--- config.mk ---
export PLATFORM = sky130hd
export DESIGN_NAME = seg_scan
export DESIGN_NICKNAME = d
export VERILOG_FILES = /design/src/rtl/seg_scan.sv
export SDC_FILE = /design/constraint.sdc
export NUM_CORES = 1
export LEC_CHECK = 0
export ABC_AREA = 0
export BUFFER_PORTS_ARGS = -buffer_cell sky130_fd_sc_hd__buf_2
export CAP_MARGIN = 20
export CORE_AREA = 2 2 72 74
export CTS_CLUSTER_SIZE = 12
export DETAILED_ROUTE_END_ITERATION = 6
export DIE_AREA = 0 0 74 76
export GPL_ROUTABILITY_DRIVEN = 0
export GPL_TIMING_DRIVEN = 0
export PLACE_DENSITY = 0.85
export SLEW_MARGIN = 0
export SYNTH_ARGS = -nofsm -noshare
export SYNTH_HDL_FRONTEND = slang
export SYNTH_SLANG_ARGS = --single-unit
export TNS_END_PERCENT = 5
--- constraint.sdc ---
create_clock -name clk -period 2.46 [get_ports clk]
set_input_delay 0.123 -clock clk [delete_from_list [all_inputs] [get_ports clk]]
set_output_delay 0.123 -clock clk [all_outputs]
set_load 0.02 [all_outputs]
--- src/rtl/seg_scan.sv ---
// seg_scan: time-multiplexed scanner for a four-digit hex display.
// Each digit is held active for CLK_DIV cycles, and digit 0 is the first
// digit of every frame. New values are staged in a pending register. They
// reach the display register only at the frame wrap, so a frame never shows
// a mix of old and new digits.
// Optional build macro SEG_SCAN_LZ_BLANK_EN compiles in leading-zero
// blanking. Digit 0 is never blanked.
module seg_scan #(
  parameter int CLK_DIV = 4
) (
  input  logic        clk,
  input  logic        rst,
  input  logic [15:0] value,
  input  logic        load,
  output logic [3:0]  hex,
  output logic [3:0]  dig,
  output logic        blank,
  output logic        frame
);

  localparam logic [15:0] DIV_LAST = 16'(CLK_DIV - 1);

  logic [15:0] cnt_q, cnt_d;
  logic [1:0]  idx_q, idx_d;
  logic [15:0] pend_q, pend_d;
  logic [15:0] disp_q, disp_d;
  logic [3:0]  hex_q, hex_d;
  logic [3:0]  dig_q, dig_d;
  logic        frame_q, frame_d;
  logic        adv, wrap;

`ifdef SEG_SCAN_LZ_BLANK_EN
  logic        blank_q, blank_d;

  // A digit is blank when it and every more-significant nibble are zero.
  // Digit 0 always shows, so an all-zero value displays a single "0".
  function automatic logic lz_blank(input logic [15:0] d, input logic [1:0] i);
    logic r;
    case (i)
      2'd1:    r = (d[15:4] == 12'h000);
      2'd2:    r = (d[15:8] == 8'h00);
      2'd3:    r = (d[15:12] == 4'h0);
      default: r = 1'b0;
    endcase
    return r;
  endfunction
`endif

  // Next-state logic: divider, digit index, load staging and output registers
  always_comb begin
    adv     = (cnt_q == DIV_LAST);
    wrap    = adv && (idx_q == 2'd3);
    cnt_d   = adv ? 16'd0 : cnt_q + 16'd1;
    idx_d   = adv ? idx_q + 2'd1 : idx_q;
    pend_d  = load ? value : pend_q;
    disp_d  = disp_q;
    dig_d   = dig_q;
    hex_d   = hex_q;
    frame_d = wrap;
`ifdef SEG_SCAN_LZ_BLANK_EN
    blank_d = blank_q;
`endif
    // A load on the wrap cycle itself bypasses pending and is shown at once.
    if (wrap) begin
      disp_d = load ? value : pend_q;
    end
    // Outputs move only when the index advances, and they track the new disp.
    if (adv) begin
      dig_d = 4'b0001 << idx_d;
      hex_d = disp_d[{idx_d, 2'b00} +: 4];
`ifdef SEG_SCAN_LZ_BLANK_EN
      blank_d = lz_blank(disp_d, idx_d);
`endif
    end
  end

  // State and registered outputs; reset is asynchronous and clears everything
  always_ff @(posedge clk or posedge rst) begin
    if (rst) begin
      cnt_q   <= 16'd0;
      idx_q   <= 2'd0;
      pend_q  <= 16'd0;
      disp_q  <= 16'd0;
      hex_q   <= 4'h0;
      dig_q   <= 4'b0001;
      frame_q <= 1'b0;
    end else begin
      cnt_q   <= cnt_d;
      idx_q   <= idx_d;
      pend_q  <= pend_d;
      disp_q  <= disp_d;
      hex_q   <= hex_d;
      dig_q   <= dig_d;
      frame_q <= frame_d;
    end
  end

`ifdef SEG_SCAN_LZ_BLANK_EN
  // Blank flag register, updated alongside dig and hex
  always_ff @(posedge clk or posedge rst) begin
    if (rst) begin
      blank_q <= 1'b0;
    end else begin
      blank_q <= blank_d;
    end
  end

  assign blank = blank_q;
`else
  assign blank = 1'b0;
`endif

  assign hex   = hex_q;
  assign dig   = dig_q;
  assign frame = frame_q;

endmodule
==> run summary <==
The logs give 0.6289 for the worst-case headroom to the max-slew limit and 296 for the final layout net count. The setup check on the worst reg-to-reg path leaves a slack of 0.20 ns. The CTS root buffer was sky130_fd_sc_hd__clkbuf_8. In this run the power spent charging and discharging nets is 506.0 µW. For this run, the leading register cell type out of synthesis is sky130_fd_sc_hd__dfrtp_1. Clock-pin slew on the worst setup and hold paths: 0.07 ns.

Number of gates resized after cts: 0. Between clock sinks in the finished design, the worst skew comes to 0.009144 ns. Max-cap violations in this run came to 0. In this run the remaining antenna-violating nets after routing total 0. After detailed routing, the average wire length per cell comes to 14.55 µm.

The run gives 0 as the number of antenna violations at the first check in global routing. The element type at the critical path end is a register. Relative to the synthesized area, the layout overhead comes to 18.21%.

Using the TritonRoute via totals, the vias-per-cell ratio works out to 5.326. In this run the power density over the cells is 729.1 nW/µm². Synthesis produced a netlist with a net count of 257.

The path class of the tightest hold or removal check is primary input to register. Count of final hold-check violations: 0. For the worst setup path, the data arrival time is 2.47 ns.

The number of rows created at floorplan was 26. In this run the worst setup path terminates at hex[1]. The first global-routing pass estimated 8.604 mm of wire.

The clock period could shrink to 2.259 ns. The effective utilization at floorplan was 0.5469. The vertical extent of the die was 76 µm. For this run, the detailed router's first-pass iteration total came to 4. The post-route fraction of the period consumed by the critical path came out at 0.9182. The startpoint identified for the worst register-to-register timing path is cnt_q[0]. 0 antenna diodes ended up in the layout. The floorplan step defined a core boundary enclosing 4912 µm². Of all cell types, the one taking the most synthesized area is sky130_fd_sc_hd__dfrtp_1.

The tools report the maximum clock rate as 0.4427 GHz. Measured in cells, the most critical reg-to-reg path has a length of 5. Counting along the longest clock path gives a buffer depth of 2. The number of flops mapped to enable cells by yosys works out to 0.

The run gives 2686 µm² as the synthesized cell area. The setup path with the least slack is of type register to register. TritonCTS built the clock tree.

The share of power burned in combinational logic was 0.076; the total count of max-transition violations in the final report was 0. In the synthesized netlist, the cells that appear most often are sky130_fd_sc_hd__dfrtp_1 (58), sky130_fd_sc_hd__nand2_1 (25), sky130_fd_sc_hd__nor2_1 (17), sky130_fd_sc_hd__inv_1 (15), sky130_fd_sc_hd__o21ai_0 (13). Yosys printed 0 warnings. At the pin with the least slew margin, the transition time is 0.5427 ns. The hold path startpoint is value[8]. The proportion of total power due to net switching is 0.2185, and the clock group share of total power is 0.466. The detailed router finished its first iteration with 96 violations.

The logs give 0 for the number of remaining DRC errors and 0 for the final setup violation count. The largest driver fanout on the critical path works out to 8. After the flow finishes, the layout carries non-filler instances totaling 350.

The overall routing resource usage came out at 0.2074. The tools report the number of hold-repair buffers added at the cts stage as 1. The sequential share of power was 0.457. Once placement completed, the tool counted placed cells totaling 333.

Global routing finished with a remaining overflow of 0. The launch point of the critical path is cnt_q[0]. The number of global-route vias before repair is 1806. The flow ran to the end, and the final reports show no timing, DRC or antenna violations. The number of port buffers is 26. Setup repair after global routing left no endpoint under its margin. Detailed placement ended at an HPWL of 3.524 mm. The tools report the critical path launch point type as a register.

Fraction of layout instances using a drive strength above 1: 0.2429. The die covers 5624 µm². For this design the static power due to leakage is 1.521 nW.

The internal portion of the total power is 1.809 mW. By area the synthesized netlist is led by sky130_fd_sc_hd__dfrtp_1 (54%), sky130_fd_sc_hd__mux2i_1 (4.1%), sky130_fd_sc_hd__xnor2_1 (3.9%), sky130_fd_sc_hd__nand2_1 (3.5%), sky130_fd_sc_hd__mux4_2 (3.4%). The number of cells produced by synthesis was 236; the mean post-synth cell area was 11.38 µm².

The tools report the endpoint of the lowest-slack register-to-register path as hex[1]. Adding up every negative setup slack in the final design gives 0 ns. The netlist uses 40 different library cells.

The horizontal die dimension was 74 µm. In the post-synthesis netlist, the cell with the most instances is sky130_fd_sc_hd__dfrtp_1. The tightest hold path in the finished design has a slack of 0.03779 ns. After detailed routing, the total wire length is 5.092 mm. At the worst endpoint, the required time is 2.67 ns.

The number of H-tree levels was 3. For the worst-skew pair, the clock arrives at the later sink with an insertion delay of 0.34 ns. CTS saw 59 sinks.

The logs give 0.5501 for the fraction of the yosys area taken by sequential cells and 29 for the number of I/O pins. The proportion of netlist area held by the largest area contributor was 0.5403. The tools report the TritonCTS buffer count as 9.

The final route contains 1864 vias. Entering global routing, the biggest net connects 37 pins. The number of setup buffers added after CTS is 0. The synthesis-stage register bit count works out to 59.

The share of synthesized registers carrying an async set or reset was 1.000; the instance count along the most critical hold path was 3. For the largest vdd supply drop, the log shows 0.4857 mV.
## final cells by class
| cell class | instances | area (µm²) |
|---|---|---|
| buffer | 13 | 93.84 |
| clock buffer | 11 | 141.4 |
| clock inverter | 5 | 100.1 |
| fill | 393 | 1737 |
| inverter | 15 | 56.30 |
| multi-input combinational | 149 | 1059 |
| sequential | 59 | 1478 |
| tap | 70 | 87.58 |
| timing repair buffer | 28 | 160.2 |
## state kept, by name (all words and copies together), names as in the netlist
register	cells
cnt_q	16
disp_q	16
pend_q	16
dig	4
hex	4
idx_q	2
frame	1
## worst max-delay path, stage by stage (launching register included)
cell and delay, ns:
sky130_fd_sc_hd__dfrtp_1 0.42, sky130_fd_sc_hd__ha_1 0.31, sky130_fd_sc_hd__nor4b_2 0.32, sky130_fd_sc_hd__nand4_1 0.37, sky130_fd_sc_hd__a2111oi_0 0.63, sky130_fd_sc_hd__nor3_1 0.09
## metrics by stage
stage	worst slack [ns]	utilization	total power, mW	cell area (µm²)
floorplan	0.5245	-	1.196	2686
global placement	0.2143	0.5912	1.238	2904
detailed placement	0.2266	0.5953	1.253	2924
CTS	0.2228	0.6465	2.332	3176
global route	0.03725	0.6465	2.399	3176
finish	0.2011	0.6465	2.315	3176
## worst min path at each step
stage | end | slack, ns
after floorplan | pend_q[11] | 0.25
after global placement | pend_q[11] | 0.38
after detailed placement | cnt_q[10] | 0.18
after CTS | pend_q[11] | 0.02
after global routing | pend_q[11] | 0.05
final | pend_q[8] | 0.04
## cells by family (layout without fill, tap and decap cells)
family / Yosys count / in the layout / share of synthesized area
simple gates: 71 / 71 / 0.1309
flops: 59 / 59 / 0.5501
compound gates: 34 / 34 / 0.07453
buf+inv: 28 / 72 / 0.05589
mux: 26 / 26 / 0.1290
xor+xnor: 15 / 15 / 0.04891
fa+ha+maj: 2 / 2 / 0.009314
other cells: 1 / 1 / 0.001396
## per-layer routing
metal  GRT usage  part of all wire  up-vias
li1            -                 -      889
met1      0.2816              0.45      912
met2      0.3071              0.47       50
met3     0.04365             0.048       13
met4      0.1164             0.030        0
met5           0                 0        -
## power groups by stage
stage / sequential [mW] / clock (mW) / combinational (mW)
6_report: 1.06 / 1.08 / 0.177
5_1_grt: 1.06 / 1.13 / 0.201
4_1_cts: 1.06 / 1.09 / 0.180
3_5_place_dp: 1.08 / 0 / 0.177
3_3_place_gp: 1.07 / 0 / 0.165
2_1_floorplan: 1.08 / 0 / 0.120
## layout by cell type (no fill, tap or decap), types with 4 or more instances in the layout
master,instances
sky130_fd_sc_hd__a21oi_1,8
sky130_fd_sc_hd__mux2i_1,11
sky130_fd_sc_hd__nand2_1,25
sky130_fd_sc_hd__mux4_2,4
sky130_fd_sc_hd__dfrtp_1,58
sky130_fd_sc_hd__nor3_1,5
sky130_fd_sc_hd__clkbuf_1,6
sky130_fd_sc_hd__mux2_2,6
sky130_fd_sc_hd__o21ai_0,13
sky130_fd_sc_hd__inv_1,14
sky130_fd_sc_hd__xnor2_1,12
sky130_fd_sc_hd__clkbuf_8,10
sky130_fd_sc_hd__nand3_1,10
sky130_fd_sc_hd__buf_2,28
sky130_fd_sc_hd__nor2_1,17
No activity file was read; power rests on OpenSTA's default activity.
